`config.mk`:
```
export PLATFORM = sky130hd
export DESIGN_NAME = unidade_desvio
export DESIGN_NICKNAME = d
export VERILOG_FILES = /design/src/rtl/unidade_desvio_pkg.sv /design/src/rtl/unidade_desvio_avalia_condicao.sv /design/src/rtl/unidade_desvio.sv
export SDC_FILE = /design/constraint.sdc
export NUM_CORES = 1
export LEC_CHECK = 0
export ABC_AREA = 1
export CORE_MARGIN = 5
export CORE_UTILIZATION = 54
export CTS_CLUSTER_DIAMETER = 50
export DETAILED_ROUTE_END_ITERATION = 10
export PLACE_DENSITY = 0.84
export SETUP_SLACK_MARGIN = 0.02
export SLEW_MARGIN = 40
export SYNTH_ARGS = -nofsm -noshare
export SYNTH_HDL_FRONTEND = slang
export SYNTH_SLANG_ARGS = --single-unit
```
`constraint.sdc`:
```
create_clock -name clockAuto -period 2.55 [get_ports clockAuto]
set_input_delay 0.51 -clock clockAuto [delete_from_list [all_inputs] [get_ports clockAuto]]
set_output_delay 0.51 -clock clockAuto [all_outputs]
set_load 0.005 [all_outputs]
```
`src/rtl/unidade_desvio_pkg.sv`:
```
// Shared definitions for the CatCORE branch unit: condition codes and FSM state encoding.
package unidade_desvio_pkg;

  localparam logic [2:0] COND_SEMPRE      = 3'b000;
  localparam logic [2:0] COND_ZERO        = 3'b001;
  localparam logic [2:0] COND_NAO_ZERO    = 3'b010;
  localparam logic [2:0] COND_NEG         = 3'b011;
  localparam logic [2:0] COND_NAO_NEG     = 3'b100;
  localparam logic [2:0] COND_ZERO_OU_NEG = 3'b101;
  localparam logic [2:0] COND_POSITIVO    = 3'b110;
  localparam logic [2:0] COND_PARA        = 3'b111;

  typedef enum logic [1:0] {
    EST_EXEC   = 2'd0,
    EST_ESPERA = 2'd1,
    EST_PARADO = 2'd2
  } estado_t;

endpackage

```
`src/rtl/unidade_desvio_avalia_condicao.sv`:
```
// Combinational condition evaluator: decides whether a condition code holds for the ALU flags.
module avalia_condicao
  import unidade_desvio_pkg::*;
(
  input  logic [2:0] cond,
  input  logic       sinal_ZERO,
  input  logic       sinal_NEG,
  output logic       verdadeiro
);

  always_comb begin
    verdadeiro = 1'b0;
    case (cond)
      COND_SEMPRE:      verdadeiro = 1'b1;
      COND_ZERO:        verdadeiro = sinal_ZERO;
      COND_NAO_ZERO:    verdadeiro = ~sinal_ZERO;
      COND_NEG:         verdadeiro = sinal_NEG;
      COND_NAO_NEG:     verdadeiro = ~sinal_NEG;
      COND_ZERO_OU_NEG: verdadeiro = sinal_ZERO | sinal_NEG;
      COND_POSITIVO:    verdadeiro = ~sinal_ZERO & ~sinal_NEG;
      // HALT is never a branch-taking condition
      default:          verdadeiro = 1'b0;
    endcase
  end

endmodule

```
`src/rtl/unidade_desvio.sv`:
```
// Program counter and branch resolution for CatCORE; conditional branches wait one
// cycle so the ALU's registered flags line up with the evaluation edge.
//
// state      | meaning
// EST_EXEC   | normal execution: step, branch or halt requests accepted
// EST_ESPERA | conditional branch latched, flags evaluated on exit edge
// EST_PARADO | halted, only reset leaves
module unidade_desvio
  import unidade_desvio_pkg::*;
#(
  parameter int PC_WIDTH = 10,
  parameter int RESET_PC = 0
) (
  input  logic                clockAuto,
  input  logic                reset,
  input  logic                avancar,
  input  logic                desvio_valido,
  input  logic [2:0]          cond,
  input  logic [PC_WIDTH-1:0] alvo,
  input  logic                sinal_ZERO,
  input  logic                sinal_NEG,
  output logic [PC_WIDTH-1:0] pc,
  output logic                ocupado,
  output logic                desvio_tomado,
  output logic                parado
);

  localparam logic [PC_WIDTH-1:0] PC_INICIAL = PC_WIDTH'(RESET_PC);
  localparam logic [PC_WIDTH-1:0] UM         = PC_WIDTH'(1);

  estado_t             estado;
  logic [2:0]          cond_lat;
  logic [PC_WIDTH-1:0] alvo_lat;
  logic                verdadeiro;

  avalia_condicao u_avalia (
    .cond       (cond_lat),
    .sinal_ZERO (sinal_ZERO),
    .sinal_NEG  (sinal_NEG),
    .verdadeiro (verdadeiro)
  );

  always_ff @(posedge clockAuto) begin
    if (reset) begin
      estado        <= EST_EXEC;
      pc            <= PC_INICIAL;
      desvio_tomado <= 1'b0;
      cond_lat      <= COND_SEMPRE;
      alvo_lat      <= '0;
    end else begin
      desvio_tomado <= 1'b0;
      case (estado)
        EST_EXEC: begin
          if (desvio_valido) begin
            if (cond == COND_SEMPRE) begin
              pc            <= alvo;
              desvio_tomado <= 1'b1;
            end else if (cond == COND_PARA) begin
              estado <= EST_PARADO;
            end else begin
              cond_lat <= cond;
              alvo_lat <= alvo;
              estado   <= EST_ESPERA;
            end
          end else if (avancar) begin
            pc <= pc + UM;
          end
        end
        EST_ESPERA: begin
          if (verdadeiro) begin
            pc            <= alvo_lat;
            desvio_tomado <= 1'b1;
          end else begin
            pc <= pc + UM;
          end
          estado <= EST_EXEC;
        end
        EST_PARADO: ;
        // unused encoding recovers to normal execution
        default: estado <= EST_EXEC;
      endcase
    end
  end

  assign ocupado = (estado == EST_ESPERA);
  assign parado  = (estado == EST_PARADO);

endmodule

```
==> results of run 1 <==
-- logic make-up after synthesis --
| kind of cell | share of synthesized area, % |
|---|---|
| adders and majority gates | 0.837 |
| xor gates and xnor gates | 2.93 |
| buffers and inverters | 9.37 |
| DFF | 34.8 |
| AOI/OAI and AO/OA | 18.3 |
| and+or+nand+nor | 33.7 |
-- state kept, by name, indices dropped and copies added, names as in the netlist --
signal         cells
cond_lat           3
estado             2
alvo_lat          10
desvio_tomado      1
pc                10
-- how the worst max path moves through the flow --
stage,startpoint,end,depth (start not counted)
final,estado[0]$_SDFFE_PP0P_,ocupado,3
after CTS,estado[0]$_SDFFE_PP0P_,ocupado,3
after detailed placement,desvio_valido,alvo_lat[8]$_SDFFE_PP0P_,8
after floorplan,desvio_valido,pc[5]$_SDFFE_PP0P_,7
after global routing,estado[0]$_SDFFE_PP0P_,ocupado,3
after global placement,desvio_valido,alvo_lat[8]$_SDFFE_PP0P_,8
-- stage by stage --
stage | total power (µW) | instances | instance area (µm²) | utilization (%) | hold slack (ns)
finish | 1060 | 286 | 1860 | 68.7 | 0.466
global route | 1110 | 286 | 1860 | 68.7 | 0.508
CTS | 1050 | 286 | 1860 | 68.7 | 0.465
detailed placement | 765 | 282 | 1810 | 66.8 | 0.444
global placement | 759 | 282 | 1810 | 66.8 | 0.441
floorplan | 656 | 225 | 1500 | - | 0.429
-- Yosys cell counts, types with 2 or more instances --
cell,count
xor2_1,4
o21ai_0,19
nand3b_1,4
nor2_4,3
nor2_1,40
dfxtp_1,26
nand4_1,8
o21ai_1,10
a21oi_1,20
nand2_1,34
nand2_2,3
inv_1,22
clkbuf_1,2
inv_2,4
buf_6,2
nand3_1,12
-- tightest hold or removal path, stage by stage, from the launching register on --
cell	delay (ns)
dfxtp_1	0.33
inv_1	0.06
a21oi_1	0.05
-- power by group --
| group | internal [µW] | switching (µW) |
|---|---|---|
| clock | 159 | 136 |
| combinational | 127 | 148 |
| sequential | 447 | 38.3 |
-- layout make-up --
| class | count | area share, % |
|---|---|---|
| sequential | 26 | 28.0 |
| clock buffer | 3 | 1.21 |
| tap | 31 | 2.08 |
| timing repair buffer | 32 | 17.1 |
| inverter | 26 | 5.24 |
| multi-input combinational | 167 | 44.8 |
| clock inverter | 1 | 1.61 |
-- per-layer routing --
layer,up-vias,track usage (%)
li1,798,-
met1,731,27.2
met2,53,30.2
met3,9,3.60
met4,0,8.22
met5,-,0
==> flow_summary.json, run 1 <==
{
  "met3RoutedLength_um": 201,
  "outcome": "complete, no violations",
  "path_buf_inv": 2,
  "highest_layer": "met4",
  "critPathTopFamily": "buffers and inverters",
  "grt_usage_pct": 19.8,
  "required_ns": 2.04,
  "die-area_um2": 3920,
  "wl_met1_um": 1810,
  "hpwl_um": 2800,
  "dr.pass1.iters": 4,
  "initial_core_util_pct": 55.2,
  "slew-limit-headroom_pct": 61.2,
  "ys_ff_latch": 26,
  "htreeDepth": 1,
  "routed_wl_um": 3840,
  "clk_pin_slew_ns": 0.16,
  "worstHoldStart": "alvo_lat[8]$_SDFFE_PP0P_",
  "period_share_pct": 80.6,
  "ys.flop_type": "dfxtp_1",
  "layout_common_cells": "nor2_1 (40), nand2_1 (34), clkdlybuf4s50_1 (31)",
  "p_per_area_nw_per_um2": 567,
  "p_leak_uw": 0.000787,
  "wl_per_cell_um": 13.4,
  "std_cell_rows": 19,
  "min_path_type": "reg -> reg",
  "max_clock_freq_mhz": 487,
  "drv_slew": 0,
  "clock_latency_ns": 0.33,
  "antenna_found_initial": 0,
  "cts_buffers": 3,
  "route.met2.wl_um": 1760,
  "reg2reg_slack_ns": 0.94,
  "fin_ws_ns": 0.496,
  "seq_area_um2": 520,
  "die_x_um": 62.6,
  "cap_viol_max_count": 0,
  "cp-start-kind": "flip-flop",
  "clkSinkCount": 26,
  "peakVddDrop_mv": 0.451,
  "r2r-end": "pc[9]$_SDFFE_PP0P_",
  "ys_seq_area_share_pct": 34.8,
  "worstSetupPathType": "reg -> out",
  "path_max_fanout": 7,
  "grt_pass1_wl_um": 6510,
  "diodes": 0,
  "setup_viol": 0,
  "syn_nets": 245,
  "fill_cells": 247,
  "synth_top_cell_by_area": "dfxtp_1",
  "place.gp.congestion": 0.846,
  "multi_input_area_um2": 835,
  "via_per_inst": 5.56,
  "grt_max_degree": 23,
  "cts_tree": "yes",
  "hold_depth": 2,
  "cts_root_buf": "clkbuf_4",
  "synth-async-reset-ratio_pct": 0,
  "reg2regPathDepth": 9,
  "grt_remaining_overflow": 0,
  "synth-edff-count": 0,
  "cts_resized": 0,
  "clockBufferDepth": 2,
  "ys_top_cells_by_area": "dfxtp_1 (35%), nor2_1 (10%), nand2_1 (8.5%)",
  "grt_pass1_vias": 1435,
  "period_minus_slack_ns": 2.05,
  "synth_area_um2": 1500,
  "skew_ns": 0.00613,
  "hold_violations": 0,
  "io_buffers": 31,
  "critPathMaxStageDelay_ns": 0.55,
  "synth_top_cell_area_share_pct": 34.8,
  "syn_inst": 225,
  "coreArea_um2": 2710,
  "reg2reg_from": "estado[0]$_SDFFE_PP0P_",
  "tightest_slew_ns": 0.582,
  "nNetsFinal": 276,
  "arrival_ns": 1.54,
  "areaGrowthSynthToFinish_pct": 24.5,
  "drive_above_1_share_pct": 7.45,
  "tns_ns": 0,
  "ant_nets": 0,
  "drt_iter0_drc": 80,
  "hold-path-endpoint": "alvo_lat[8]$_SDFFE_PP0P_",
  "synth_warnings": 0,
  "post-cts-setup-buffers": 0,
  "route.detailed.drc": 0,
  "hold_buffers": 0,
  "die_h_um": 62.6,
  "synth_cell_types": 28,
  "path_cells": "inv_1 > nor2_4 > clkdlybuf4s50_1",
  "crit_path_end_kind": "primary output",
  "slowest_stage": "clkdlybuf4s50_1",
  "dpl_worst_slack_ns": 0.338,
  "io_pins": 32,
  "rsz0062_at_grt": "false",
  "layout_commonest_cell": "nor2_1",
  "vias": 1591,
  "synth.avg_cell_area_um2": 6.65
}
Note: power is estimated with default switching activity, not from simulation.
==> run 2, diff against run 1 <==
Settings changed: CORE_UTILIZATION 54 to 50, PLACE_DENSITY 0.84 to 0.79.
Clock period 2.55 ns to 1.9 ns, I/O delays scaled along.
==> run 2 against run 1 <==
Effect of this change: global-route usage is 0.25 points higher; largest cell class unchanged; routed wire length is 1.8% higher; count of clock-buffer cells in the layout stayed put; utilization is 0.37 points lower; first-iteration DRC count is 19% lower; clock power is 30% higher; non-clock buffer count is 7 higher; critical path depth stayed put; flip-flop and latch count stayed put; sequential share of layout area is 0.67 points lower; total power is 35% higher.
==> flow_summary.json, run 2 (synthesis results as in run 1) <==
{
  "outcome": "complete, no violations",
  "drive_above_1_share_pct": 10.7,
  "antenna_found_initial": 0,
  "path_cells": "inv_1 > nor2_4 > clkdlybuf4s50_1",
  "reg2regPathDepth": 10,
  "vias": 1588,
  "placement.cell_area_um2": 1850,
  "diodes": 0,
  "path_max_fanout": 3,
  "worstHoldStart": "alvo_lat[8]$_SDFFE_PP0P_",
  "peakVddDrop_mv": 0.406,
  "drt_iter0_drc": 65,
  "place.gp.congestion": 0.918,
  "hold-path-endpoint": "alvo_lat[8]$_SDFFE_PP0P_",
  "hold_violations": 0,
  "cts_buffers": 3,
  "die_h_um": 64.7,
  "die_x_um": 64.7,
  "period_minus_slack_ns": 1.79,
  "fill_cells": 249,
  "initial_core_util_pct": 53.3,
  "grt_pass1_vias": 1525,
  "top_regs": "alvo_lat (10), pc (10), cond_lat (3)",
  "grt_usage_pct": 20.0,
  "grt_pass1_wl_um": 6710,
  "clockBufferDepth": 2,
  "hpwl_um": 2870,
  "slowest_stage": "clkdlybuf4s50_1",
  "layout_common_cells": "nor2_1 (40), nand2_1 (34), clkdlybuf4s50_1 (31)",
  "path_buf_inv": 2,
  "required_ns": 1.52,
  "max_clock_freq_mhz": 557,
  "wl_per_cell_um": 13.3,
  "cts_tree": "yes",
  "io_pins": 32,
  "final_area_um2": 1920,
  "tightest_slew_ns": 0.278,
  "routed_wl_um": 3910,
  "reg2reg_slack_ns": 0.30,
  "nNetsFinal": 283,
  "utilization_pct": 68.3,
  "clkSinkCount": 26,
  "io_buffers": 31,
  "cp-start-kind": "flip-flop",
  "hold_depth": 2,
  "drv_slew": 0,
  "skew_ns": 0.00443,
  "min_path_type": "reg -> reg",
  "ant_nets": 0,
  "htreeDepth": 1,
  "reg2reg_from": "estado[0]$_SDFFE_PP0P_",
  "p_per_area_nw_per_um2": 741,
  "coreArea_um2": 2810,
  "crit_path_start": "estado[0]$_SDFFE_PP0P_",
  "std_cell_rows": 19,
  "cap_viol_max_count": 0,
  "clock_latency_ns": 0.33,
  "setup_viol": 0,
  "p_leak_uw": 0.000821,
  "clk_pin_slew_ns": 0.14,
  "worstSetupPathType": "reg -> out",
  "arrival_ns": 1.41,
  "critPathTopFamily": "buffers and inverters",
  "dr.pass1.iters": 7,
  "cts_root_buf": "clkbuf_4",
  "crit_path_end_kind": "primary output",
  "period_share_pct": 94.4,
  "via_per_inst": 5.42,
  "die-area_um2": 4180,
  "slew-limit-headroom_pct": 81.4,
  "layout_commonest_cell": "nor2_1",
  "route.detailed.drc": 0,
  "rsz0062_at_grt": "false",
  "areaGrowthSynthToFinish_pct": 28.2,
  "grt_max_degree": 16,
  "r2r-end": "pc[9]$_SDFFE_PP0P_",
  "grt_remaining_overflow": 0,
  "critPathMaxStageDelay_ns": 0.51
}
## run 2: changes by cell type in the layout (fill, tap and decap cells not counted)
cell / previous run / this run
buf_4: 1 / 8
dfxtp_1: 26 / 24
dfxtp_2: 0 / 2
## run 2: layer usage
layer  up-vias  part of all wire (%)  routed length [µm]  track usage, %
met5         -                     0                   0               0
met4         0                   1.6                  61            7.39
met3         7                   6.8                 266            3.63
met2        62                    47                1820            34.3
met1       706                    45                1760            25.1
li1        813                     -                   -               -
## run 2: area by class of cell
class / count / area, µm² / share of cell area [%]
Multi-Input combinational cell: 167 / 835 / 43.5
Clock buffer: 3 / 22.5 / 1.17
Inverter: 26 / 97.6 / 5.09
Clock inverter: 1 / 30.0 / 1.57
Tap cell: 31 / 38.8 / 2.02
Timing Repair Buffer: 39 / 370 / 19.3
Sequential cell: 26 / 523 / 27.3
## run 2: how the worst max path moves through the flow
stage                     cells after the start  slack (ns)                 end
after detailed placement                      8      -0.006  pc[9]$_SDFFE_PP0P_
final                                         3        0.11             ocupado
after global placement                        8        0.04  pc[9]$_SDFFE_PP0P_
after global routing                          3        0.03              parado
after CTS                                     3        0.05              parado
after floorplan                               6        0.62  pc[4]$_SDFFE_PP0P_
## run 2: power by group
part	switching (µW)	internal [µW]	total, µW
clock network	169	213	383
logic	202	183	385
registers	52.4	600	652
total	424	996	1420
## run 2: what timing repair did
| action | in CTS | in global routing |
|---|---|---|
| buffers inserted | 1 | 0 |
| resized for setup | 0 | 2 |
| hold buffers | 0 | 0 |
| pin swaps | 1 | 0 |
| endpoints found under the setup margin | 1 | 2 |
## run 2: worst register-to-register path, delay by kind of cell (launching register included)
family,cells,cell delay [ns]
buf+inv,4,0.53
compound gates,2,0.20
flops,1,0.36
simple gates,4,0.43
## run 2: metrics by stage
step | hold slack, ns | setup TNS [ns] | std cells | setup WS [ns] | power [µW]
6_report | 0.471 | 0 | 293 | 0.106 | 1420
5_1_grt | 0.501 | 0 | 293 | 0.0287 | 1510
4_1_cts | 0.476 | 0 | 293 | 0.0486 | 1420
3_5_place_dp | 0.456 | -0.00552 | 288 | -0.00552 | 1040
3_3_place_gp | 0.447 | 0 | 288 | 0.0426 | 1040
2_1_floorplan | 0.429 | 0 | 225 | 0.618 | 880
==> run 3, diff against run 2 <==
Settings changed: CORE_UTILIZATION 50 to 40, PLACE_DENSITY 0.79 to 0.65, REMOVE_ABC_BUFFERS from default to 1.
==> run 3 against run 2 <==
Effect of this change: non-clock buffer count fell by 1; count of clock-buffer cells in the layout did not move; routed wire length down 2.3%; hold slack lost 0.017 ns; largest cell class unchanged; critical endpoint is now parado; utilization decreased by 14 points.
==> flow_summary.json, run 3 (synthesis results as in run 1) <==
{
  "outcome": "complete, no violations",
  "clock_latency_ns": 0.27,
  "utilization_pct": 54.0,
  "r2r-end": "pc[4]$_SDFFE_PP0P_",
  "cap_viol_max_count": 0,
  "drt_iter0_drc": 135,
  "slew-limit-headroom_pct": 80.2,
  "cts_buffers": 3,
  "nNetsFinal": 282,
  "required_ns": 1.52,
  "die_h_um": 71.1,
  "period_minus_slack_ns": 1.74,
  "fill_cells": 382,
  "layout_commonest_cell": "nor2_1",
  "initial_core_util_pct": 41.2,
  "grt_max_degree": 21,
  "worstHoldStart": "alvo_lat[8]$_SDFFE_PP0P_",
  "hold_buffers": 0,
  "cts_root_buf": "clkbuf_8",
  "clk_pin_slew_ns": 0.09,
  "clockBufferDepth": 2,
  "vias": 1510,
  "dpl_worst_slack_ns": 0.0326,
  "routed_wl_um": 3820,
  "min_path_type": "reg -> reg",
  "grt_usage_pct": 16.1,
  "htreeDepth": 1,
  "grt_pass1_wl_um": 6730,
  "layout_common_cells": "nor2_1 (39), nand2_1 (34), clkdlybuf4s50_1 (31)",
  "via_per_inst": 4.89,
  "skew_ns": 0.00431,
  "path_max_fanout": 3,
  "cts_tree": "yes",
  "cp-start-kind": "flip-flop",
  "areaGrowthSynthToFinish_pct": 31.3,
  "io_buffers": 31,
  "rsz0062_at_grt": "false",
  "hpwl_um": 2900,
  "fin_ws_ns": 0.156,
  "place.gp.congestion": 0.821,
  "reg2reg_from": "pc[0]$_SDFFE_PP0P_",
  "grt_pass1_vias": 1494,
  "p_leak_uw": 0.000828,
  "dr.pass1.iters": 4,
  "placement.cell_area_um2": 1890,
  "setup_viol": 0,
  "worstSetupPathType": "reg -> out",
  "grt_remaining_overflow": 0,
  "route.detailed.drc": 0,
  "reg2reg_slack_ns": 0.44,
  "peakVddDrop_mv": 0.303,
  "die_x_um": 71.1,
  "wl_per_cell_um": 12.4,
  "drive_above_1_share_pct": 10.3,
  "tns_ns": 0,
  "diodes": 0,
  "ant_nets": 0,
  "drv_slew": 0,
  "die-area_um2": 5060,
  "crit_path_start": "estado[1]$_SDFFE_PP0P_",
  "period_share_pct": 91.8,
  "crit_path_end_kind": "primary output",
  "p_per_area_nw_per_um2": 764,
  "coreArea_um2": 3630,
  "hold_violations": 0,
  "reg2regPathDepth": 6,
  "final_area_um2": 1960,
  "std_cell_rows": 22,
  "arrival_ns": 1.36,
  "top_regs": "alvo_lat (10), pc (10), cond_lat (3)",
  "tightest_slew_ns": 0.296,
  "antenna_found_initial": 0,
  "max_clock_freq_mhz": 573,
  "io_pins": 32,
  "clkSinkCount": 26,
  "endpoint": "parado"
}
-- run 3: cell count changes in the layout (fill, tap and decap cells not counted) --
cell      previous run  this run
buf_12               0         1
buf_4                8         6
clkbuf_4             3         0
clkbuf_8             0         3
dfxtp_1             24        25
dfxtp_2              2         1
nor2_1              40        39
nor2_2               1         2
-- run 3: worst min path at each step --
stage / cells after the start / end
floorplan: 2 / alvo_lat[8]$_SDFFE_PP0P_
global placement: 2 / alvo_lat[8]$_SDFFE_PP0P_
detailed placement: 2 / alvo_lat[8]$_SDFFE_PP0P_
CTS: 2 / alvo_lat[8]$_SDFFE_PP0P_
global route: 2 / alvo_lat[8]$_SDFFE_PP0P_
finish: 2 / alvo_lat[8]$_SDFFE_PP0P_
-- run 3: where the power goes --
group | internal (µW) | switching (µW) | total (µW)
Combinational | 186 | 198 | 384
Clock | 282 | 183 | 465
Sequential | 599 | 51.1 | 650
-- run 3: metal layers --
layer / up-vias / global-route usage (%) / share of wire [%]
li1: 807 / - / -
met1: 668 / 20.9 / 47
met2: 30 / 27.7 / 48
met3: 5 / 1.56 / 3.5
met4: 0 / 5.43 / 1.3
met5: - / 0 / 0
-- run 3: timing repair --
item,CTS,global route
setup endpoints to repair,0,1
buffers inserted,0,0
gates resized for setup,0,2
-- run 3: cell type report --
type | instances | area (µm²) | area share [%]
clock inverter | 1 | 30.0 | 1.53
clock buffer | 3 | 41.3 | 2.10
timing repair buffer | 38 | 375 | 19.1
multi-input combinational | 167 | 837 | 42.6
tap | 48 | 60.1 | 3.06
sequential | 26 | 522 | 26.6
inverter | 26 | 97.6 | 4.97
-- run 3: critical path, stage by stage (launching register included) --
cell and delay (ns):
dfxtp_2 0.38, inv_1 0.07, nor2_2 0.12, clkdlybuf4s50_1 0.52
-- run 3: stage by stage --
step / std cells / total power (µW) / hold slack [ns]
after detailed placement: 305 / 1050 / 0.442
after floorplan: 219 / 865 / 0.432
after global placement: 305 / 1050 / 0.440
final: 309 / 1500 / 0.454
after CTS: 309 / 1510 / 0.456
after global routing: 309 / 1590 / 0.500
